[config.mk]
export PLATFORM = sky130hd
export DESIGN_NAME = turn_scheduler
export DESIGN_NICKNAME = d
export VERILOG_FILES = /design/src/rtl/game_pkg.sv /design/src/rtl/turn_scheduler_sec_tick_gen.sv /design/src/rtl/turn_scheduler.sv
export SDC_FILE = /design/constraint.sdc
export NUM_CORES = 1
export LEC_CHECK = 0
export ABC_AREA = 1
export BUFFER_PORTS_ARGS = -buffer_cell sky130_fd_sc_hd__buf_2
export CAP_MARGIN = 20
export CORE_ASPECT_RATIO = 0.8
export CORE_MARGIN = 1
export CORE_UTILIZATION = 40
export CTS_CLUSTER_DIAMETER = 40
export DETAILED_ROUTE_END_ITERATION = 10
export GPL_TIMING_DRIVEN = 0
export PLACE_DENSITY = 0.58
export SLEW_MARGIN = 5
export SYNTH_ARGS = -nofsm -noshare
export SYNTH_HDL_FRONTEND = slang
export SYNTH_SLANG_ARGS = --single-unit
[constraint.sdc]
create_clock -name clk -period 1.58 [get_ports clk]
set_input_delay 0.395 -clock clk [delete_from_list [all_inputs] [get_ports clk]]
set_output_delay 0.395 -clock clk [all_outputs]
set_load 0.03 [all_outputs]
[src/rtl/game_pkg.sv]
// Shared types and widths for the cat-vs-dog turn sequencer.
package game_pkg;

  localparam int HP_W   = 3;
  localparam int SECS_W = 5;

  typedef enum logic [2:0] {
    IDLE  = 3'd0,
    TURN  = 3'd1,
    LAND  = 3'd2,
    CHECK = 3'd3,
    PAUSE = 3'd4,
    OVER  = 3'd5
  } sched_state_t;

  typedef enum logic {
    PLAYER_DOG = 1'b0,
    PLAYER_CAT = 1'b1
  } player_t;

  // Hit points never wrap below zero.
  function automatic logic [HP_W-1:0] hp_after_hit(input logic [HP_W-1:0] hp, input logic hit);
    if (hit && (hp != '0)) return hp - 1'b1;
    return hp;
  endfunction

endpackage

[src/rtl/turn_scheduler_sec_tick_gen.sv]
// Seconds prescaler: counts 0..CLK_HZ-1 and emits a one-cycle tick on the wrap.
module sec_tick_gen #(
  parameter int CLK_HZ = 65000000
) (
  input  logic clk,
  input  logic rst,
  input  logic clr,
  output logic tick
);

  localparam int CW = (CLK_HZ > 1) ? $clog2(CLK_HZ) : 1;
  localparam logic [CW-1:0] LAST = CW'(CLK_HZ - 1);

  logic [CW-1:0] cnt_q, cnt_d;
  logic          wrap;

  assign wrap = (cnt_q == LAST);

  always_comb begin
    cnt_d = cnt_q + 1'b1;
    if (clr || wrap) cnt_d = '0;
  end

  always_ff @(posedge clk) begin
    if (rst) cnt_q <= '0;
    else     cnt_q <= cnt_d;
  end

  // A cleared prescaler restarts at 0, so the first tick of a turn is a full second away.
  assign tick = wrap && !clr;

endmodule

[src/rtl/turn_scheduler.sv]
// Turn sequencer: alternates dog/cat turns, enforces the turn time limit,
// waits for the projectile to land, applies damage and declares the winner.
module turn_scheduler
  import game_pkg::*;
#(
  parameter int CLK_HZ       = 65000000,
  parameter int TURN_SECS    = 10,
  parameter int LAND_CYCLES  = 130000000,
  parameter int PAUSE_CYCLES = 32500000,
  parameter int HP_INIT      = 3
) (
  input  logic              clk,
  input  logic              rst,
  input  logic              start,
  input  logic              dog_done,
  input  logic              cat_done,
  input  logic              proj_landed,
  input  logic              hit_dog,
  input  logic              hit_cat,
  output logic              dog_turn,
  output logic              cat_turn,
  output logic [SECS_W-1:0] secs_left,
  output logic              turn_timeout,
  output logic [HP_W-1:0]   dog_hp,
  output logic [HP_W-1:0]   cat_hp,
  output logic              game_over,
  output logic              winner,
  output sched_state_t      dbg_state
);

  localparam int LW = (LAND_CYCLES > 1) ? $clog2(LAND_CYCLES) : 1;
  localparam int PW = (PAUSE_CYCLES > 1) ? $clog2(PAUSE_CYCLES) : 1;
  localparam logic [LW-1:0]     LAND_LAST   = LW'(LAND_CYCLES - 1);
  localparam logic [PW-1:0]     PAUSE_LAST  = PW'(PAUSE_CYCLES - 1);
  localparam logic [HP_W-1:0]   HP_RELOAD   = HP_W'(HP_INIT);
  localparam logic [SECS_W-1:0] SECS_RELOAD = SECS_W'(TURN_SECS);

  sched_state_t      state_q;
  player_t           shooter_q, winner_q;
  logic              dog_turn_q, cat_turn_q, timeout_q, over_q;
  logic [SECS_W-1:0] secs_q;
  logic [HP_W-1:0]   dog_hp_q, cat_hp_q;
  logic [LW-1:0]     land_cnt_q;
  logic [PW-1:0]     pause_cnt_q;

  logic [HP_W-1:0]   dog_hp_d, cat_hp_d;
  player_t           winner_d, next_shooter;
  logic              owner_done, sec_tick;

  sec_tick_gen #(.CLK_HZ(CLK_HZ)) u_sec_tick (
    .clk  (clk),
    .rst  (rst),
    .clr  (state_q != TURN),
    .tick (sec_tick)
  );

  // Inputs other than rst are one-cycle pulses sampled on the clock edge;
  // anything arriving in a state that does not listen for it is dropped.
  assign owner_done   = (shooter_q == PLAYER_DOG) ? dog_done : cat_done;
  assign next_shooter = (shooter_q == PLAYER_DOG) ? PLAYER_CAT : PLAYER_DOG;
  assign dog_hp_d     = hp_after_hit(dog_hp_q, hit_dog);
  assign cat_hp_d     = hp_after_hit(cat_hp_q, hit_cat);

  always_comb begin
    winner_d = PLAYER_DOG;
    if ((dog_hp_q == '0) && (cat_hp_q == '0)) winner_d = shooter_q;
    else if (dog_hp_q == '0)                  winner_d = PLAYER_CAT;
  end

  always_ff @(posedge clk) begin
    if (rst) begin
      state_q     <= IDLE;
      shooter_q   <= PLAYER_DOG;
      winner_q    <= PLAYER_DOG;
      dog_turn_q  <= 1'b0;
      cat_turn_q  <= 1'b0;
      timeout_q   <= 1'b0;
      over_q      <= 1'b0;
      secs_q      <= '0;
      dog_hp_q    <= HP_RELOAD;
      cat_hp_q    <= HP_RELOAD;
      land_cnt_q  <= '0;
      pause_cnt_q <= '0;
    end else begin
      timeout_q <= 1'b0;
      case (state_q)
        IDLE, OVER: begin
          if (start) begin
            state_q    <= TURN;
            shooter_q  <= PLAYER_DOG;
            winner_q   <= PLAYER_DOG;
            dog_turn_q <= 1'b1;
            cat_turn_q <= 1'b0;
            over_q     <= 1'b0;
            secs_q     <= SECS_RELOAD;
            dog_hp_q   <= HP_RELOAD;
            cat_hp_q   <= HP_RELOAD;
          end
        end
        TURN: begin
          if (owner_done) begin
            state_q    <= LAND;
            dog_turn_q <= 1'b0;
            cat_turn_q <= 1'b0;
            secs_q     <= '0;
            land_cnt_q <= '0;
          end else if (sec_tick) begin
            if (secs_q <= SECS_W'(1)) begin
              state_q     <= PAUSE;
              timeout_q   <= 1'b1;
              dog_turn_q  <= 1'b0;
              cat_turn_q  <= 1'b0;
              secs_q      <= '0;
              pause_cnt_q <= '0;
            end else begin
              secs_q <= secs_q - 1'b1;
            end
          end
        end
        LAND: begin
          if (proj_landed) begin
            state_q  <= CHECK;
            dog_hp_q <= dog_hp_d;
            cat_hp_q <= cat_hp_d;
          end else if (land_cnt_q == LAND_LAST) begin
            state_q     <= PAUSE;
            pause_cnt_q <= '0;
          end else begin
            land_cnt_q <= land_cnt_q + 1'b1;
          end
        end
        CHECK: begin
          if ((dog_hp_q == '0) || (cat_hp_q == '0)) begin
            state_q  <= OVER;
            over_q   <= 1'b1;
            winner_q <= winner_d;
          end else begin
            state_q     <= PAUSE;
            pause_cnt_q <= '0;
          end
        end
        PAUSE: begin
          if (pause_cnt_q == PAUSE_LAST) begin
            state_q    <= TURN;
            shooter_q  <= next_shooter;
            dog_turn_q <= (next_shooter == PLAYER_DOG);
            cat_turn_q <= (next_shooter == PLAYER_CAT);
            secs_q     <= SECS_RELOAD;
          end else begin
            pause_cnt_q <= pause_cnt_q + 1'b1;
          end
        end
        default: state_q <= IDLE;
      endcase
    end
  end

  assign dog_turn     = dog_turn_q;
  assign cat_turn     = cat_turn_q;
  assign secs_left    = secs_q;
  assign turn_timeout = timeout_q;
  assign dog_hp       = dog_hp_q;
  assign cat_hp       = cat_hp_q;
  assign game_over    = over_q;
  assign winner       = (winner_q == PLAYER_CAT);
  assign dbg_state    = state_q;

endmodule

**Yosys cells after proc, flatten, opt, wreduce, memory -nomap -nowiden**

Cells that the tools add are included.

- Flip-flop bits (word level): 98
- Bits of input ports: 8
- Output and inout bits: 19
- Word-level logic and storage cells: 136

- Reductions and logical operators: 30
- $add $sub $neg: 6
- Bitwise logic cells: 2
- $lt $le $gt $ge: 1
- Eq/ne operators: 27
- Multiplexer cells: 57

Operators by type and width:

| kind | number |
|---|---|
| $mux 25 | 7 |
| $pmux 25 s4 | 1 |
| $mux 27 | 3 |
| $pmux 27 s2 | 1 |
| $mux 3 | 14 |
| $ne 2x2->1 const B | 15 |
| $add 27x1->27 const B | 1 |
| $eq 27x27->1 const B | 1 |
| $add 26x1->26 const B | 1 |
| $eq 26x26->1 const B | 1 |
| $add 25x1->25 const B | 1 |
| $eq 25x25->1 const B | 1 |
| $mux 5 | 5 |
| $mux 1 | 17 |
| $reduce_and 4->1 | 4 |
| $pmux 3 s5 | 1 |
| $pmux 5 s3 | 1 |
| $pmux 3 s2 | 2 |
| $reduce_and 5->1 | 2 |
| $logic_not 3->1 | 3 |
| $ne 3x3->1 const B | 3 |
| $reduce_bool 3->1 | 3 |
| $reduce_and 8->1 | 1 |
| $reduce_bool 2->1 | 4 |
| other kinds (17) | 30 |

**Depth between registers and ports, before layout**

Gate-level depths: netlist of run 1.

- Depth in word-level cells: 6
- Gate-level depth with buffers: 14

**By module**

Synthesis of run 1 repeated with hierarchy kept, for this count alone.

- Cell total of the unflattened synthesis: 1,001
- Area, all modules: 6,070.8 um^2

Modules (own cells, without submodules):

| module | instances | area an instance (um^2) | cells an instance | seq. area each (um^2) |
|---|---|---|---|---|
| turn_scheduler | 1 | 4,629.4 | 773 | 1,441.4 |
| sec_tick_gen | 1 | 1,441.4 | 228 | 520.5 |

**Worst setup path before layout of run 1**

OpenSTA, ideal clock, no wires.

- Path type: register -> register
- From: reg dog_hp_q[0] (netlist: dog_hp[0])
- To: reg pause_cnt_q[11]
- Setup time: 0.069 ns
- Data arrival time: 1.881 ns
- Data required time: 1.511 ns
- Buffers on the path: 1
- Cell stages (with the launch flop): 14
- Period minus slack after synthesis: 1.950 ns
- Setup slack: -0.370 ns
- Cell sequence: dfxtp_1 > inv_1 > ha_1 > ha_1 > inv_1 > nand2_1 > nand2_1 > nand2_1 > nor2_2 > nand2_4 > nor2_8 > buf_6 > nand2_1 > a21oi_2

- Cells in the longest elaborated chain, start to end: 4

RTL lines:

| element | line | RTL |
|---|---|---|
| start: declaration | turn_scheduler.sv:42 | `logic [HP_W-1:0] dog_hp_q, cat_hp_q;` |
| start signal: assignment | turn_scheduler.sv:123 | `dog_hp_q <= dog_hp_d;` |
| $logic_not 3->1 | turn_scheduler.sv:133 | `if ((dog_hp_q == '0) \|\| (cat_hp_q == '0)) begin` |
| $logic_or 1x1->1 | turn_scheduler.sv:133 |  |
| $ne 2x2->1 (no source line) | n/a |  |
| $reduce_and 8->1 (no source line) | n/a |  |
| end signal: assignment | turn_scheduler.sv:150 | `pause_cnt_q <= pause_cnt_q + 1'b1;` |
| end: declaration | turn_scheduler.sv:44 | `logic [PW-1:0] pause_cnt_q;` |

Every way passes these cells.
A chain may end at the register's enable or synchronous reset.

**Worst setup path in the final report of run 1**

- From: reg land_cnt_q[0]
- To: reg land_cnt_q[14]

- Cells in the longest elaborated chain, start to end: 4
- Elaborated cells on any way between the ends: 7

RTL lines:

| element | line | RTL |
|---|---|---|
| start: declaration | turn_scheduler.sv:43 | `logic [LW-1:0] land_cnt_q;` |
| start signal: assignment | turn_scheduler.sv:129 | `land_cnt_q <= land_cnt_q + 1'b1;` |
| $add 27x1->27 | turn_scheduler.sv:129 |  |
| $mux 27 | turn_scheduler.sv:125 | `end else if (land_cnt_q == LAND_LAST) begin` |
| $mux 27 | turn_scheduler.sv:121 | `if (proj_landed) begin` |
| $pmux 27 s2 | turn_scheduler.sv:86 | `case (state_q)` |

Several ways; a longest one is shown, not always the timed one. The select of a mux whose other input is x is not followed.

==> results_dict.tcl, run 1 <==
set metrics [dict create \
    status "finished, violations left" \
    violations "setup timing" \
    power_leakage_uw 0.00327 \
    grt_max_degree 19 \
    insertion_delay_ns 0.36 \
    synth-seq-area-share_pct 33.1 \
    io_buffer_count 25 \
    drive_gt1_share_pct 38.3 \
    yosys_warnings 0 \
    final_cells 1248 \
    start_util_pct 41.3 \
    worstPathMaxFanout 9 \
    hold_viol 0 \
    setup_viol 62 \
    crit_slowest_cell "dfxtp_4" \
    tritoncts "yes" \
    coreArea_mm2 0.0143 \
    timing.critical_path.buf_inv 3 \
    fill_cells 1359 \
    ioPinCount 27 \
    final_core_util_pct 58.2 \
    dieWidth_um 138 \
    cpPeakStageDelay_ns 0.37 \
    antenna_found_initial 0 \
    skew_ns 0.00952 \
    grt_pass1_wl_um 29800 \
    drt-initial-drc-count 526 \
    cts_buffer_depth 2 \
    relSlewSlack_pct 48.3 \
    syn_avg_cell_area_um2 6.21 \
    num_vias 6530 \
    power_uw 10100 \
    dp_hpwl_um 12400 \
    timing_worst_setup_path_type "register to register" \
    required_ns 1.86 \
    syn_to_final_growth_pct 41.0 \
    n_antenna_cell 0 \
    fin_crit_sh_pct 115 \
    rsz0062_at_grt "true" \
    register_area_mm2 0.00208 \
    place_congestion 0.926 \
    final_common_cell "nand2_1" \
    rows 39 \
    syn_nets 970 \
    die_h_um 111 \
    start_kind "register" \
    final_cell_mix "193 x nand2_1, 151 x nor2_1, 77 x inv_1, 65 x nand3_1, 52 x buf_4" \
    htree_levels 3 \
    routed_wl_um 18900 \
    synth-seq-cells 98 \
    cts-root-buf "clkbuf_16" \
    firstDrtPassIters 5 \
    crit_chain "ha_4 > nand2_4 > nor3_4 > nand2_2 > o21ai_4 > nand2_8 > inv_8 > buf_12 > buf_12 > nand2_4 > a21oi_2" \
    cts_buffers 9 \
    path_clk_slew_ns 0.07 \
    syn_inst 953 \
    grt_pass1_vias 5987 \
    nets 1076 \
    slew_viol_final 0 \
    worstPathArrival_ns 2.10 \
    overflow 0 \
    synth_top_cell_by_area "dfxtp_1" \
    power_density_mw_per_mm2 1210 \
    drt-wirelength-per-cell_um 15.2 \
    yosysTopAreaCellShare_pct 33.1 \
    clock_sinks 98 \
    synth.distinct_cells 38 \
    fmax_mhz 550 \
    finalWorstSetupSlack_ns -0.239 \
    routed_via_density 5.23 \
    syn_area_mm2 0.00592 \
    grt_util_all_layers_pct 24.2 \
    place_inst 1162 \
    die_area_mm2 0.0153 \
    max_slew.worst_pin.slew_ns 0.775 \
    hold_class "input port to register" \
    ir_drop_mv 0.871 \
    cp_top_family "simple AND/OR/NAND/NOR gates" \
    synth_area_leaders "dfxtp_1 33%, nand2_1 16%, nor2_1 12%" \
    multi_input_area_mm2 0.00435 \
    worstSetupEndpointType "register" \
    cap_violations 0 \
    ant_nets 0 \
    route.detailed.drc 0 \
    finalCriticalPeriod_ns 1.82 \
]
[tightest hold or removal path, cell delays in order]
cell	delay, ns
buf_2	0.13
nand2_1	0.13
a31oi_1	0.10
[cell usage after synthesis]
| cell type | count |
|---|---|
| nand3_1 | 78 |
| a21boi_0 | 1 |
| a21oi_1 | 55 |
| o21a_1 | 1 |
| inv_1 | 95 |
| and2_1 | 1 |
| nor2_2 | 2 |
| a31oi_1 | 3 |
| nor2_4 | 5 |
| o21ai_2 | 1 |
| inv_2 | 10 |
| nor4_1 | 2 |
| nor2_1 | 186 |
| o21bai_1 | 4 |
| nand3_2 | 2 |
| nor3b_1 | 3 |
| o21ai_0 | 19 |
| o211ai_1 | 5 |
| nand4_1 | 15 |
| o21ai_1 | 1 |
| nor3_2 | 1 |
| buf_6 | 4 |
| nand2_4 | 1 |
| dfxtp_1 | 98 |
| nand2_2 | 8 |
| nor2_8 | 1 |
| xor2_1 | 17 |
| xnor2_1 | 9 |
| a21o_1 | 1 |
| nor3_1 | 32 |
| buf_2 | 4 |
| ha_1 | 9 |
| clkbuf_1 | 13 |
| nand2_1 | 251 |
| or2_2 | 6 |
| and3_1 | 1 |
| a21oi_2 | 5 |
| nand3b_1 | 3 |
[final timing paths]
kind         slack (ns)             end      startpoint  cells after the start
min reg2reg        0.48  pause_cnt_q[4]  pause_cnt_q[4]                      2
min                0.45    dbg_state[1]     proj_landed                      3
max reg2reg       -0.24  land_cnt_q[14]   land_cnt_q[0]                     11
max               -0.24  land_cnt_q[14]   land_cnt_q[0]                     11
[metal layers]
metal | global-route usage [%] | part of all wire [%] | vias to the layer above
met3 | 4.19 | 6.8 | 23
met1 | 36.9 | 50 | 3025
met4 | 5.57 | 1.2 | 0
met5 | 0 | 0 | -
li1 | - | - | 3254
met2 | 34.8 | 41 | 228
[timing repair]
action / 4_1_cts / 5_1_grt
setup buffers: 45 / 25
gates cloned: 3 / 3
resized for setup: 180 / 162
hold buffers: 0 / 0
hold endpoints to repair: 0 / 0
endpoints found under the setup margin: 95 / 97
pin swaps: 34 / 50
[per-stage QoR]
stage	cell area (µm²)	TNS, ns	hold slack, ns	worst slack [ns]
floorplan	6020	-2.49	0.418	-0.170
global placement	6380	-34.67	0.430	-0.568
detailed placement	6380	-33.25	0.437	-0.580
CTS	7660	-8.33	0.410	-0.183
global route	8350	-15.10	0.474	-0.323
finish	8350	-9.23	0.448	-0.239
[where the power goes]
group          leakage, µW  total (µW)  switching, µW  internal (µW)
logic              0.00230        5050           2960           2090
registers         0.000824        2900            219           2680
clock network     0.000142        2170           1080           1100
total              0.00327       10100           4250           5870
[registers in the layout (all words and copies together) (netlist names)]
register	flops
land_cnt_q	27
u_sec_tick.cnt_q	26
pause_cnt_q	25
secs_left	5
cat_hp	3
dbg_state	3
dog_hp	3
cat_turn	1
dog_turn	1
game_over	1
shooter_q	1
turn_timeout	1
winner	1
[kinds of logic after synthesis]
kind of cell | Yosys count | synth area share, %
adder cells (fa/ha/maj) | 9 | 1.90
buffers and inverters | 126 | 8.58
flip-flops | 98 | 33.1
XOR/XNOR | 26 | 3.85
AND/OR/NAND/NOR | 598 | 43.5
AO/OA/AOI/OAI | 96 | 9.07
[final cells by class]
cell class	instances	share of cell area [%]
plain buffers	21	2.44
flip-flops and latches	98	24.9
inverters	105	4.99
well taps	184	2.76
clock inverters	7	0.719
multi-input cells	730	52.1
repair buffers	94	9.41
clock buffers	9	2.70
No activity file was read; power rests on OpenSTA's default activity.
==> run 2, diff against run 1 <==
--- a/config.mk
+++ b/config.mk
@@ -15,6 +15,7 @@
 export DETAILED_ROUTE_END_ITERATION = 10
 export GPL_TIMING_DRIVEN = 0
 export PLACE_DENSITY = 0.58
+export RECOVER_POWER = 50
 export SLEW_MARGIN = 5
 export SYNTH_ARGS = -nofsm -noshare
 export SYNTH_HDL_FRONTEND = slang
==> run 2 against run 1 <==
  * The flow still finishes with violations (setup timing)
  * Sequential cell count stayed put
  * Worst hold slack hardly changed
  * Fmax is 0.16% lower
  * Wire length is 0.15% higher
  * Critical path type unchanged
  * Largest cell class unchanged
==> results_dict.tcl, run 2 (same netlist as run 1, synthesis figures left out) <==
set metrics [dict create \
    finalSetupTns_ns -9.34 \
    final_core_util_pct 58.1 \
    cp_top_family "simple AND/OR/NAND/NOR gates" \
    multi_input_area_mm2 0.00435 \
    path_clk_slew_ns 0.07 \
    nets 1076 \
    drt-met1-wl_um 9580 \
    io_buffer_count 25 \
    p_comb_share_pct 49.9 \
    status "finished, violations left" \
    power_switching_uw 4260 \
    syn_to_final_growth_pct 40.9 \
    cpPeakStageDelay_ns 0.36 \
    cap_violations 0 \
    worstPathMaxFanout 9 \
    die_area_mm2 0.0153 \
    finalCriticalPeriod_ns 1.82 \
    drt-wirelength-per-cell_um 15.2 \
    met3_length_um 1270 \
    worstSetupEndpointType "register" \
    finalWorstSetupSlack_ns -0.242 \
    timing_worst_setup_path_type "register to register" \
    seqPwrFrac_pct 28.6 \
    num_vias 6533 \
    register_area_mm2 0.00208 \
    relSlewSlack_pct 48.5 \
    cts_buffer_depth 2 \
    drive_gt1_share_pct 37.8 \
    worstPathArrival_ns 2.10 \
    fmax_mhz 549 \
    cts_buffers 9 \
    dieWidth_um 138 \
    internal_power_uw 5860 \
    rsz0062_at_grt "true" \
    power.share.clock_pct 21.5 \
    antenna_found_initial 0 \
    insertion_delay_ns 0.36 \
    cts-root-buf "clkbuf_16" \
    violations "setup timing" \
    grt_pass1_vias 5987 \
    crit_slowest_cell "dfxtp_4" \
    largest-register "land_cnt_q" \
    fin_crit_sh_pct 115 \
    setup_viol 62 \
    routed_via_density 5.23 \
    hold_class "input port to register" \
    power_leakage_uw 0.00326 \
    start_kind "register" \
    drt-initial-drc-count 535 \
    rows 39 \
    max_slew.worst_pin.slew_ns 0.773 \
    firstDrtPassIters 5 \
    overflow 0 \
    ir_drop_mv 0.873 \
    grt_util_all_layers_pct 24.2 \
    start_util_pct 41.3 \
    grt_max_degree 19 \
    crit_chain "nand2_2 > nor2_4 > nand4_1 > buf_6 > o21ai_4 > nand2_8 > inv_8 > buf_12 > buf_12 > nand2_4 > a21oi_2" \
    top_layer "met4" \
    required_ns 1.86 \
    power_density_mw_per_mm2 1210 \
    routed_wl_um 18900 \
    tritoncts "yes" \
    largest_register_ffs 27 \
    skew_ns 0.00966 \
    cts_hold_buf 0 \
    final_common_cell "nand2_1" \
    dr_wl_met2_um 7810 \
    die_h_um 111 \
    ant_nets 0 \
    clock_sinks 98 \
    htree_levels 3 \
    hold_viol 0 \
    place_congestion 0.926 \
    dp_hpwl_um 12400 \
    fill_cells 1362 \
    reg_top3 "land_cnt_q x27, u_sec_tick.cnt_q x26, pause_cnt_q x25" \
    cpMostUsedCell "buf_12" \
    slew_viol_final 0 \
    ioPinCount 27 \
    coreArea_mm2 0.0143 \
    route.detailed.drc 0 \
    n_antenna_cell 0 \
    grt_pass1_wl_um 29800 \
    timing.critical_path.buf_inv 4 \
    swShare_pct 42.1 \
    final_cell_mix "193 x nand2_1, 151 x nor2_1, 77 x inv_1, 65 x nand3_1, 52 x buf_4" \
]
==> run 2: layout make-up <==
cell class | instances | share of cell area [%]
well taps | 184 | 2.76
clock inverters | 7 | 0.720
flip-flops and latches | 98 | 24.9
multi-input cells | 730 | 52.1
clock buffers | 9 | 2.70
inverters | 105 | 4.99
repair buffers | 94 | 9.34
plain buffers | 21 | 2.44
==> run 2: path summary, 6_finish.rpt <==
kind	startpoint	end	slack [ns]	cells past startpoint
hold / removal	proj_landed	dbg_state[1]	0.45	3
setup reg to reg	land_cnt_q[19]	land_cnt_q[14]	-0.24	11
hold reg to reg	pause_cnt_q[4]	pause_cnt_q[4]	0.48	2
setup / recovery	land_cnt_q[19]	land_cnt_q[14]	-0.24	11
==> run 2: metal layers <==
| metal | track usage (%) | up-vias |
|---|---|---|
| met5 | 0 | - |
| met4 | 5.57 | 0 |
| met3 | 4.19 | 31 |
| met2 | 34.8 | 227 |
| met1 | 36.9 | 3026 |
| li1 | - | 3249 |
==> run 2: worst reg2reg max path: cells and delay by family, from the launching register on <==
family,cells,cell delay [ns]
compound gates,2,0.35
flops,1,0.36
buf+inv,4,0.52
simple gates,5,0.52
==> run 2: repair_timing <==
| item | 4_1_cts | 5_1_grt |
|---|---|---|
| cloned | 3 | 3 |
| buffers inserted | 45 | 25 |
| pin swaps | 34 | 50 |
| resized for setup | 180 | 162 |
| setup endpoints to repair | 95 | 97 |
==> run 2: power by group through the flow <==
stage	logic (µW)	registers (µW)	clock network (µW)
floorplan	2110	3100	0
global route	5420	2930	2330
global placement	3080	2930	0
finish	5050	2900	2170
detailed placement	3100	2930	0
CTS	4350	2890	2230
==> run 2: stage by stage <==
step / hold WS, ns / instances / power (µW) / instance area, µm² / setup WS, ns
after global placement: 0.430 / 1162 / 6010 / 6380 / -0.568
after floorplan: 0.418 / 953 / 5210 / 6020 / -0.170
after global routing: 0.474 / 1248 / 10700 / 8340 / -0.323
final: 0.448 / 1248 / 10100 / 8340 / -0.242
after CTS: 0.410 / 1226 / 9480 / 7660 / -0.183
after detailed placement: 0.437 / 1162 / 6030 / 6380 / -0.580
